File: src/rtl/decode_issue.sv
// Decode/issue stage: decodes one 32-bit instruction word per cycle into ALU controls,
// holds it toward execute, and stalls on RAW/WAW hazards against a register busy scoreboard.
module decode_issue #(
  parameter int unsigned NREG = 16
) (
  input  logic        clk,
  input  logic        reset,
  input  logic        flush,
  input  logic        in_valid,
  input  logic [31:0] in_iword,
  output logic        in_ready,
  output logic        out_valid,
  input  logic        out_ready,
  output logic [5:0]  out_opsel,
  output logic [3:0]  out_rs1,
  output logic [3:0]  out_rs2,
  output logic [3:0]  out_rd,
  output logic [31:0] out_imm,
  output logic        out_use_imm,
  output logic        out_reg_we,
  output logic        out_mem_re,
  output logic        out_mem_we,
  output logic        out_is_branch,
  output logic        out_is_jal,
  output logic        out_illegal,
  input  logic        wb_valid,
  input  logic [3:0]  wb_rd
);

  typedef enum logic [3:0] {
    OP_ALU_R  = 4'd0,
    OP_CMP_R  = 4'd2,
    OP_SW     = 4'd5,
    OP_BRANCH = 4'd6,
    OP_LW     = 4'd7,
    OP_ALU_I  = 4'd8,
    OP_CMP_I  = 4'd10,
    OP_JAL    = 4'd11
  } op_e;

  typedef struct packed {
    logic [5:0]  opsel;
    logic [3:0]  rs1;
    logic [3:0]  rs2;
    logic [3:0]  rd;
    logic [31:0] imm;
    logic        use_imm;
    logic        reg_we;
    logic        mem_re;
    logic        mem_we;
    logic        is_branch;
    logic        is_jal;
    logic        illegal;
  } dec_t;

  localparam logic [5:0] OPSEL_ADDR = 6'b100000;

  dec_t            dec;
  dec_t            held;
  logic            use_rs1;
  logic            use_rs2;
  logic [NREG-1:0] busy;
  logic [NREG-1:0] busy_set;
  logic [NREG-1:0] busy_clr;
  logic            held_we;
  logic            rs1_hit;
  logic            rs2_hit;
  logic            rd_hit;
  logic            hazard;
  logic            accept;
  logic            issue;
  logic [3:0]      fn;

  assign fn = in_iword[27:24];

  always_comb begin
    dec         = '0;
    use_rs1     = 1'b1;
    use_rs2     = 1'b0;
    dec.rd      = in_iword[23:20];
    dec.rs1     = in_iword[19:16];
    dec.rs2     = in_iword[15:12];
    dec.imm     = {{16{in_iword[15]}}, in_iword[15:0]};
    case (op_e'(in_iword[31:28]))
      OP_ALU_R: begin
        dec.opsel  = {2'b00, fn};
        dec.reg_we = 1'b1;
        use_rs2    = 1'b1;
      end
      OP_ALU_I: begin
        dec.opsel   = {2'b00, fn};
        dec.use_imm = 1'b1;
        dec.reg_we  = 1'b1;
      end
      OP_CMP_R: begin
        dec.opsel  = {2'b01, fn};
        dec.reg_we = 1'b1;
        use_rs2    = 1'b1;
      end
      OP_CMP_I: begin
        dec.opsel   = {2'b01, fn};
        dec.use_imm = 1'b1;
        dec.reg_we  = 1'b1;
      end
      OP_BRANCH: begin
        dec.opsel     = {2'b01, fn};
        dec.is_branch = 1'b1;
        use_rs2       = 1'b1;
      end
      OP_LW: begin
        dec.opsel   = OPSEL_ADDR;
        dec.use_imm = 1'b1;
        dec.mem_re  = 1'b1;
        dec.reg_we  = 1'b1;
      end
      OP_SW: begin
        dec.opsel   = OPSEL_ADDR;
        dec.use_imm = 1'b1;
        dec.mem_we  = 1'b1;
        use_rs2     = 1'b1;
      end
      OP_JAL: begin
        dec.opsel   = OPSEL_ADDR;
        dec.use_imm = 1'b1;
        dec.is_jal  = 1'b1;
        dec.reg_we  = 1'b1;
      end
      default: begin
        // Illegal words use no sources and write nothing, so they never stall or mark busy.
        dec.illegal = 1'b1;
        use_rs1     = 1'b0;
      end
    endcase
  end

  always_comb begin
    held_we = out_valid && held.reg_we;
    rs1_hit = use_rs1 && (busy[dec.rs1] || (held_we && held.rd == dec.rs1));
    rs2_hit = use_rs2 && (busy[dec.rs2] || (held_we && held.rd == dec.rs2));
    rd_hit  = dec.reg_we && (busy[dec.rd] || (held_we && held.rd == dec.rd));
    hazard  = rs1_hit || rs2_hit || rd_hit;
  end

  assign in_ready = !flush && !hazard && (!out_valid || out_ready);
  assign accept   = in_valid && in_ready;
  // A flushed instruction is discarded, so it must not mark its destination busy.
  assign issue    = out_valid && out_ready && held.reg_we && !flush;

  always_comb begin
    busy_set = '0;
    busy_clr = '0;
    if (issue) begin
      busy_set[held.rd] = 1'b1;
    end
    if (wb_valid) begin
      busy_clr[wb_rd] = 1'b1;
    end
  end

  always_ff @(posedge clk or posedge reset) begin
    if (reset) begin
      busy <= '0;
    end else begin
      busy <= (busy & ~busy_clr) | busy_set;
    end
  end

  always_ff @(posedge clk or posedge reset) begin
    if (reset) begin
      out_valid <= 1'b0;
      held      <= '0;
    end else if (flush) begin
      out_valid <= 1'b0;
    end else if (accept) begin
      out_valid <= 1'b1;
      held      <= dec;
    end else if (out_ready) begin
      out_valid <= 1'b0;
    end
  end

  assign out_opsel     = held.opsel;
  assign out_rs1       = held.rs1;
  assign out_rs2       = held.rs2;
  assign out_rd        = held.rd;
  assign out_imm       = held.imm;
  assign out_use_imm   = held.use_imm;
  assign out_reg_we    = held.reg_we;
  assign out_mem_re    = held.mem_re;
  assign out_mem_we    = held.mem_we;
  assign out_is_branch = held.is_branch;
  assign out_is_jal    = held.is_jal;
  assign out_illegal   = held.illegal;

endmodule

File: config.mk
export PLATFORM = sky130hd
export DESIGN_NAME = decode_issue
export DESIGN_NICKNAME = d
export VERILOG_FILES = /design/src/rtl/decode_issue.sv
export SDC_FILE = /design/constraint.sdc
export NUM_CORES = 1
export LEC_CHECK = 0
export ABC_CLOCK_PERIOD_IN_PS = 2900
export BUFFER_PORTS_ARGS = -buffer_cell sky130_fd_sc_hd__buf_2
export CAP_MARGIN = 15
export CORE_MARGIN = 2
export CORE_UTILIZATION = 30
export CTS_BUF_LIST = sky130_fd_sc_hd__clkbuf_4 sky130_fd_sc_hd__clkbuf_8
export CTS_CLUSTER_SIZE = 40
export DETAILED_ROUTE_END_ITERATION = 16
export HOLD_SLACK_MARGIN = 0.02
export PLACE_DENSITY = 0.48
export REMOVE_ABC_BUFFERS = 1
export SYNTH_ARGS = -nofsm -noshare
export SYNTH_HDL_FRONTEND = slang
export SYNTH_SLANG_ARGS = --single-unit
File: constraint.sdc
create_clock -name clk -period 2.9 [get_ports clk]
set_clock_uncertainty 0.2 [all_clocks]
set_input_delay 0.58 -clock clk [delete_from_list [all_inputs] [get_ports clk]]
set_output_delay 0.58 -clock clk [all_outputs]
set_load 0.01 [all_outputs]
==> results.yml, run 1 <==
layout:
  area_growth_pct: 24.4
  num_antenna_cells: 0
  nNetsFinal: 427
  fin_area_um2: 3900
  final_util: 0.381
  drive_above_1_share: 0.453
worst_setup_path:
  r2r_end: "out_rd[1]$_DFFE_PP0P_"
  worstPathRequired_ns: 2.12
  slowest_delay_ns: 0.48
  worst-path-max-fanout: 4
  crit_slowest_cell: "mux4_2"
  rr_startpoint: "busy[15]$_DFF_PP0_"
  path_buf_inv: 1
  rr_worst_depth: 7
  worstPathCellList: "mux4_2, mux2i_1, nand2_1, a2111o_1, nor2_2, buf_2"
  crit_family: "multiplexers"
  critPathLaunchType: "flip-flop"
  crit_type: "reg2out"
  r2r_setup_slack_ns: 0.10
  cp.arrival_ns: 2.16
  endpoint_kind: "output port"
timing:
  worst_pin_slew_ns: 0.360
  layout_setup_ws_ns: -0.0384
  hold_viol_final: 0
  period_minus_slack_ns: 2.94
  setup_viol: 1
  fmax_ghz: 0.340
  hold_slack_ns: 0.0961
  slew_headroom: 0.760
  slew_viol_final: 0
  min_period_over_period: 1.01
  rsz0062_at_grt: "true"
global_route:
  antenna_found_initial: 0
  grt_pass1_wl_um: 12900
  grt_pass1_vias: 2469
  track_usage: 0.147
  grt_overflow: 0
  grt_max_degree: 55
placement:
  port_buffers: 100
  gp_congestion: 0.816
  place_area_um2: 3780
  hpwlAfterDp_um: 6060
synthesis:
  yosysMostFrequentCell: "dfrtp_1"
  yosysSeqAreaShare: 0.431
  yosys-top-cells-area: "dfrtp_1 (43%), mux2_2 (7.9%), mux2i_1 (6.7%)"
  avgSynthCellArea_um2: 10.9
  synth_top_area_frac: 0.431
  async_reset_ff_frac: 1.00
  ys_warn_count: 0
  synth_cell_types: 46
  synthFlopType: "dfrtp_1"
  syn-instance-count: 288
  synthTopCellsByCount: "dfrtp_1 (54), o21ai_0 (34), buf_4 (22), mux2_2 (22), mux2i_1 (21)"
  netlist_area_um2: 3140
  synth-edff-count: 0
  ys_ff_latch: 54
  synth_top_cell_by_area: "dfrtp_1"
clock_network:
  cts_tree: "done"
  cts.sinks: 54
  htreeDepth: 2
  cts_setup_buffers: 0
  clk_latency_ns: 0.32
  cts_root_buffer: "clkbuf_8"
  clockBufferDepth: 2
  cts.clk_slew.worst_paths_ns: 0.11
  hold_buffers: 0
  cts_made_buffers: 5
job:
  drv_cap: 0
route:
  via_count: 2459
  post_drt_wl_per_cell_um: 15.4
  wl_um: 8060
  drc_errors: 0
  ant_nets: 0
  viasPerCell: 4.71
  drtIter0Drc: 90
  first_pass_iters: 5
run_status:
  run_status: "complete, but fails checks"
  violations: "negative setup slack"
min_path:
  hp-class: "in2async"
die:
  start_util: 0.307
  core_area_um2: 10200
  die-area_um2: 11300
  dieWidth_um: 106
  die_h_um: 106
  pin_count: 101
  rows: 37
power:
  vdd_drop_max_uv: 297
  power.leakage_nw: 1.86
  p_per_area_nw_per_um2: 584
==> how the worst max path moves through the flow <==
stage / startpoint / endpoint / slack [ns] / cells past startpoint
2_1_floorplan: in_iword[29] / out_imm[0]$_DFFE_PP0P_ / -0.67 / 6
3_3_place_gp: in_iword[31] / out_imm[5]$_DFFE_PP0P_ / -0.18 / 8
3_5_place_dp: in_iword[31] / out_imm[7]$_DFFE_PP0P_ / -0.25 / 8
4_1_cts: busy[8]$_DFF_PP0_ / in_ready / -0.05 / 6
5_1_grt: busy[14]$_DFF_PP0_ / in_ready / -0.13 / 8
6_report: busy[15]$_DFF_PP0_ / in_ready / -0.04 / 6
==> cells by family after synthesis <==
family	synth area share
AO/OA/AOI/OAI	0.0917
XOR/XNOR	0.0335
buffers and inverters	0.0969
flip-flops	0.431
multiplexers	0.228
AND/OR/NAND/NOR	0.119
==> repair_timing <==
item,4_1_cts,5_1_grt
resized for setup,3,5
pin swaps,0,2
endpoints found under the setup margin,1,1
endpoints found under the hold margin,0,0
gates cloned,0,0
==> through the flow <==
| stage | power [mW] | setup TNS, ns | worst slack [ns] | cells |
|---|---|---|---|---|
| final | 2.28 | -0.0384 | -0.0384 | 522 |
| after global routing | 2.43 | -0.133 | -0.133 | 522 |
| after CTS | 2.30 | -0.0546 | -0.0546 | 522 |
| after detailed placement | 1.83 | -8.21 | -0.249 | 514 |
| after global placement | 1.82 | -6.08 | -0.183 | 514 |
| after floorplan | 1.42 | -23.68 | -0.672 | 250 |
==> routing by layer <==
layer / global-route usage / vias up / share of wire
li1: - / 1189 / -
met1: 0.208 / 1175 / 0.47
met2: 0.226 / 89 / 0.45
met3: 0.0313 / 6 / 0.070
met4: 0.0395 / 0 / 0.0098
met5: 0 / - / 0
==> final cells by class <==
class | count | area, um2
Clock buffer | 5 | 68.8
Sequential cell | 54 | 1350
Clock inverter | 3 | 26.3
Tap cell | 136 | 170
Inverter | 11 | 41.3
Timing Repair Buffer | 128 | 742
Multi-Input combinational cell | 185 | 1500
Fill cell | 1039 | 6330
==> sequential cells by signal, indices dropped and copies added, names as in the netlist <==
register / count
busy: 16
out_imm: 12
out_opsel: 6
out_rd: 4
out_rs1: 4
out_rs2: 4
out_illegal: 1
out_is_branch: 1
out_is_jal: 1
out_mem_re: 1
out_mem_we: 1
out_reg_we: 1
out_use_imm: 1
out_valid: 1
==> power by group <==
group	switching (mW)	total [mW]	internal, mW
clock network	0.290	0.469	0.179
logic	0.416	0.809	0.393
registers	0.103	1.00	0.897
==> cell usage in the layout, fill, tap and decap left out, drive strengths merged, types with 6 or more instances in the layout <==
master	synthesis	layout
xnor2	6	6
mux2	35	35
inv	11	13
o21ai	34	34
buf	29	128
nand2b	11	11
mux2i	21	21
dfrtp	54	54
nor2	7	7
xor2	6	6
nand2	11	11
nand3	6	6
==> tightest hold or removal path: stages <==
cell and delay (ns):
buf_2 0.10, inv_2 0.06, buf_12 0.28
Power figures use the tool's default switching activity.
==> run 2: changes to the inputs <==
--- a/config.mk
+++ b/config.mk
@@ -9,12 +9,12 @@
 export BUFFER_PORTS_ARGS = -buffer_cell sky130_fd_sc_hd__buf_2
 export CAP_MARGIN = 15
 export CORE_MARGIN = 2
-export CORE_UTILIZATION = 30
+export CORE_UTILIZATION = 43
 export CTS_BUF_LIST = sky130_fd_sc_hd__clkbuf_4 sky130_fd_sc_hd__clkbuf_8
 export CTS_CLUSTER_SIZE = 40
 export DETAILED_ROUTE_END_ITERATION = 16
 export HOLD_SLACK_MARGIN = 0.02
-export PLACE_DENSITY = 0.48
+export PLACE_DENSITY = 0.65
 export REMOVE_ABC_BUFFERS = 1
 export SYNTH_ARGS = -nofsm -noshare
 export SYNTH_HDL_FRONTEND = slang
==> run 2 against run 1 <==
  * The run still ends with negative setup slack left
  * Register-to-register slack lost 0.10 ns
  * Setup slack lost 0.0046 ns
  * Non-clock buffer count grew 3
  * Design area grew 2.5%
  * Routed wire length shrank 2.8%
  * Combinational power grew 10%
  * Critical path depth grew 1
  * Via count grew 3.4%
  * Worst hold slack gained 0.014 ns
  * Maximum frequency shrank 0.16%
  * Critical endpoint unchanged
  * Largest cell class unchanged
  * Highest routed layer unchanged
==> results.yml, run 2 (same netlist as run 1, synthesis figures left out) <==
clock_network:
  clockBufferDepth: 2
  hold_buffers: 0
  cts.clk_slew.worst_paths_ns: 0.11
  htreeDepth: 2
  clk_latency_ns: 0.32
  cts_made_buffers: 5
  cts.sinks: 54
  cts_root_buffer: "clkbuf_8"
  cts_tree: "done"
layout:
  num_antenna_cells: 0
  final_common_cell: "buf_2"
  fillers: 631
  drive_above_1_share: 0.481
  area_growth_pct: 27.5
  final_cell_mix: "buf_2 (99), dfrtp_1 (54), o21ai_0 (33)"
  top_register: "busy"
  nNetsFinal: 430
  largest_reg_flops: 16
run_status:
  run_status: "complete, but fails checks"
  violations: "negative setup slack"
power:
  fin_total_pwr_mw: 2.36
  power.leakage_nw: 1.97
  vdd_drop_max_uv: 294
  p_per_area_nw_per_um2: 589
timing:
  layout_setup_ws_ns: -0.0430
  setup_viol: 6
  worst_pin_slew_ns: 0.592
  slew_headroom: 0.605
  hold_viol_final: 0
  fmax_ghz: 0.340
  period_minus_slack_ns: 2.94
  slew_viol_final: 0
  min_period_over_period: 1.01
  rsz0062_at_grt: "true"
  hold_slack_ns: 0.110
route:
  first_pass_iters: 4
  post_drt_wl_per_cell_um: 16.1
  via_count: 2543
  drc_errors: 0
  ant_nets: 0
  drtIter0Drc: 185
  wl_um: 7830
  viasPerCell: 5.21
die:
  die_h_um: 89.4
  core_area_um2: 7180
  pin_count: 101
  start_util: 0.437
  dieWidth_um: 89.4
  die-area_um2: 8000
  rows: 31
worst_setup_path:
  cp.arrival_ns: 2.16
  crit_type: "in2out"
  slowest_delay_ns: 0.45
  worstPathRequired_ns: 2.12
  critPathLaunchType: "input port"
  endpoint_kind: "output port"
  worstPathCellList: "buf_4, and4b_1, or3_4, a21boi_1, a2111o_1, nor2_1, buf_2"
  worst-path-max-fanout: 8
  crit_slowest_cell: "a2111o_1"
global_route:
  track_usage: 0.186
  antenna_found_initial: 0
  grt_pass1_vias: 2316
  grt_overflow: 0
  grt_max_degree: 29
  grt_pass1_wl_um: 11500
job:
  drv_cap: 0
min_path:
  hp-class: "in2async"
placement:
  port_buffers: 100
  gp_congestion: 0.847
  hpwlAfterDp_um: 5720
[run 2: cell count changes in the layout (fill, tap and decap cells not counted), sizes merged]
cell / change
inv: -1
clkinv: +1
clkbuf: +1
buf: +2
[run 2: worst paths after layout]
path / slack, ns / to / start / cells past startpoint
worst max-delay path: -0.04 / in_ready / in_iword[31] / 7
worst min-delay path: 0.11 / out_imm[7]$_DFFE_PP0P_ / reset / 2
worst min register to register: 0.29 / out_imm[9]$_DFFE_PP0P_ / out_imm[9]$_DFFE_PP0P_ / 1
min in group clk: 0.27 / out_imm[9]$_DFFE_PP0P_ / in_iword[9] / 2
worst max register to register: 0 / out_imm[1]$_DFFE_PP0P_ / busy[15]$_DFF_PP0_ / 8
max in group asynchronous: 1.83 / out_valid$_DFFE_PP0P_ / reset / 3
[run 2: power by group]
group	total, mW	internal, mW	switching [mW]
Clock	0.458	0.180	0.278
Sequential	1.00	0.898	0.107
Combinational	0.892	0.463	0.430
Total	2.36	1.54	0.815
[run 2: final cells by class]
| class | count | area, um2 | area share |
|---|---|---|---|
| sequential | 54 | 1350 | 0.338 |
| tap | 99 | 124 | 0.0310 |
| clock inverter | 3 | 28.8 | 0.00719 |
| multi-input combinational | 185 | 1590 | 0.398 |
| timing repair buffer | 131 | 793 | 0.198 |
| clock buffer | 5 | 68.8 | 0.0172 |
| inverter | 11 | 41.3 | 0.0103 |
[run 2: repair_timing]
| item | 4_1_cts | 5_1_grt |
|---|---|---|
| resized for setup | 1 | 33 |
| cloned | 0 | 2 |
| endpoints found under the setup margin | 1 | 37 |
| pin swaps | 3 | 1 |
| setup buffers | 1 | 1 |
[run 2: worst max-delay path: cells and delay by family]
kind	cells	cell delay, ns
AOI/OAI and AO/OA	2	0.59
and+or+nand+nor	3	0.71
buffers and inverters	2	0.28
[run 2: routing by layer]
metal  track usage  part of all wire
met1         0.258              0.46
met2         0.295              0.46
met3        0.0314             0.069
met4        0.0624            0.0091
met5             0                 0
[run 2: stage by stage]
stage | std cells | setup WS [ns] | area [um2] | setup TNS (ns) | util
floorplan | 250 | -0.672 | 2880 | -23.68 | -
global placement | 476 | -0.191 | 3730 | -6.34 | 0.519
detailed placement | 476 | -0.291 | 3730 | -9.96 | 0.519
CTS | 485 | -0.0408 | 3830 | -0.124 | 0.534
global route | 488 | -0.116 | 4000 | -2.42 | 0.557
finish | 488 | -0.0430 | 4000 | -0.119 | 0.557
==> run 3: changes to the inputs <==
--- a/config.mk
+++ b/config.mk
@@ -9,12 +9,12 @@
 export BUFFER_PORTS_ARGS = -buffer_cell sky130_fd_sc_hd__buf_2
 export CAP_MARGIN = 15
 export CORE_MARGIN = 2
-export CORE_UTILIZATION = 43
+export CORE_UTILIZATION = 53
 export CTS_BUF_LIST = sky130_fd_sc_hd__clkbuf_4 sky130_fd_sc_hd__clkbuf_8
 export CTS_CLUSTER_SIZE = 40
 export DETAILED_ROUTE_END_ITERATION = 16
 export HOLD_SLACK_MARGIN = 0.02
-export PLACE_DENSITY = 0.65
+export PLACE_DENSITY = 0.79
 export REMOVE_ABC_BUFFERS = 1
 export SYNTH_ARGS = -nofsm -noshare
 export SYNTH_HDL_FRONTEND = slang
==> run 3 against run 2 <==
  * The flow still finishes with violations (negative setup slack)
  * Highest routed layer unchanged
  * Combinational power shrank 8.6%
  * Clock power grew 17%
  * Setup slack gained 0.011 ns
  * Design area shrank 2.8%
  * Flip-flop and latch count is the same
  * Die area shrank 18%
  * Global-route usage grew 4.6 points
  * Sequential power is essentially flat
  * Register-to-register slack gained 0.18 ns
  * Count of clock-buffer cells in the layout is the same
==> results.yml, run 3 (same netlist as run 1, synthesis figures left out) <==
global_route:
  grt.met2_usage: 0.369
  antenna_found_initial: 0
  grt_pass1_wl_um: 11700
  grt_util_met1: 0.324
  track_usage: 0.231
  grt_max_degree: 30
  grt_pass1_vias: 2366
  busiest_layer: "met2"
  met3_usage: 0.0511
  grt_overflow: 0
clock_network:
  clk_latency_ns: 0.32
  cts_tree: "done"
  htreeDepth: 2
  cts.clk_slew.worst_paths_ns: 0.11
  cts_made_buffers: 5
  cts.sinks: 54
  hold_buffers: 0
  cts_root_buffer: "clkbuf_8"
  clockBufferDepth: 2
min_path:
  hp-class: "in2async"
power:
  pwr-share-seq: 0.426
  fin_total_pwr_mw: 2.35
  p_per_area_nw_per_um2: 605
  p_int_mw: 1.56
  switching_share: 0.338
  net-switching-power_mw: 0.796
  power.leakage_nw: 1.89
  p_clk_frac: 0.228
  vdd_drop_max_uv: 415
  p_comb_frac: 0.346
timing:
  slew_headroom: 0.628
  setup_tns_ns: -0.0324
  period_minus_slack_ns: 2.93
  min_period_over_period: 1.01
  slew_viol_final: 0
  hold_viol_final: 0
  rsz0062_at_grt: "true"
  layout_setup_ws_ns: -0.0324
  hold_slack_ns: 0.0901
  worst_pin_slew_ns: 0.557
  setup_viol: 1
  fmax_ghz: 0.341
die:
  die-area_um2: 6550
  dieWidth_um: 80.9
  rows: 28
  core_area_um2: 5820
  start_util: 0.540
  die_h_um: 80.9
  pin_count: 101
layout:
  final_cell_mix: "buf_2 (98), dfrtp_1 (54), o21ai_0 (33)"
  final_common_cell: "buf_2"
  num_antenna_cells: 0
  area_growth_pct: 23.9
  drive_above_1_share: 0.458
  largest_reg_flops: 16
  nNetsFinal: 430
  top_register: "busy"
  fillers: 456
placement:
  dp_slack_ns: -0.217
  gp_congestion: 0.867
  port_buffers: 100
  hpwlAfterDp_um: 5690
route:
  drtIter0Drc: 192
  first_pass_iters: 4
  viasPerCell: 5.51
  ant_nets: 0
  via_count: 2557
  wl_um: 7450
  drc_errors: 0
  post_drt_wl_per_cell_um: 16.1
job:
  drv_cap: 0
run_status:
  violations: "negative setup slack"
  run_status: "complete, but fails checks"
worst_setup_path:
  worst-path-max-fanout: 4
  rr_worst_depth: 7
  crit_family: "simple AND/OR/NAND/NOR gates"
  critPathLaunchType: "input port"
  endpoint_kind: "output port"
  worstPathCellList: "buf_2, and3b_2, or3_4, a21boi_2, a2111o_1, nor2_2, buf_2"
  crit_slowest_cell: "a2111o_1"
  worstPathRequired_ns: 2.12
  cp.arrival_ns: 2.15
  r2r_setup_slack_ns: 0.18
  slowest_delay_ns: 0.43
  critical_path_cell_count: 7
  crit_type: "in2out"
  path_buf_inv: 2
  crit_top_cell: "buf_2"
[run 3: cell count changes in the layout (fill, tap and decap cells not counted), moves of 2 or more]
cell / change
mux2_4: -27
mux2_2: +15
mux2_1: +12
buf_4: +2
[run 3: worst register-to-register path: cells and delay by family (launching register included)]
| family | cells | cell delay (ns) |
|---|---|---|
| DFF | 1 | 0.43 |
| buffers and inverters | 1 | 0.18 |
| and+or+nand+nor | 2 | 0.46 |
| muxes | 3 | 0.97 |
| AOI/OAI and AO/OA | 1 | 0.39 |
[run 3: layout make-up]
type                    count  area (um2)  area share
multi-input cells         185        1500       0.386
repair buffers            131         783       0.201
flip-flops and latches     54        1350       0.347
clock buffers               5        68.8      0.0177
inverters                  11        41.3      0.0106
clock inverters             3        47.5      0.0122
well taps                  75        93.8      0.0241
[run 3: power by group through the flow]
stage / combinational [mW] / sequential, mW / clock (mW)
after detailed placement: 0.808 / 1.02 / 0
final: 0.815 / 1.00 / 0.537
after floorplan: 0.291 / 1.13 / 0
after global routing: 0.897 / 1.03 / 0.570
after CTS: 0.812 / 1.00 / 0.533
after global placement: 0.789 / 1.01 / 0
[run 3: timing repair]
action	in CTS	in global routing
setup endpoints to repair	1	1
pin swaps	3	5
buffers inserted	0	2
resized for setup	2	9
[run 3: worst paths after layout]
path,from,endpoint
min in group clk,flush,out_valid$_DFFE_PP0P_
worst max register to register,busy[13]$_DFF_PP0_,out_rs2[0]$_DFFE_PP0P_
worst max-delay path,in_iword[29],in_ready
worst min register to register,out_imm[10]$_DFFE_PP0P_,out_imm[10]$_DFFE_PP0P_
worst min-delay path,reset,out_imm[4]$_DFFE_PP0P_
max in group asynchronous,reset,busy[3]$_DFF_PP0_
[run 3: routing by layer]
metal / wire [um] / vias up / share of wire
met5: 0 / - / 0
met4: 85 / 0 / 0.011
met3: 523 / 9 / 0.070
met2: 3530 / 101 / 0.47
met1: 3310 / 1250 / 0.44
li1: - / 1197 / -
[run 3: stage by stage]
stage | utilization | cells | instance area (um2)
after floorplan | - | 250 | 2880
after global routing | 0.669 | 464 | 3890
after global placement | 0.640 | 454 | 3720
after CTS | 0.662 | 462 | 3850
final | 0.669 | 464 | 3890
after detailed placement | 0.640 | 454 | 3720
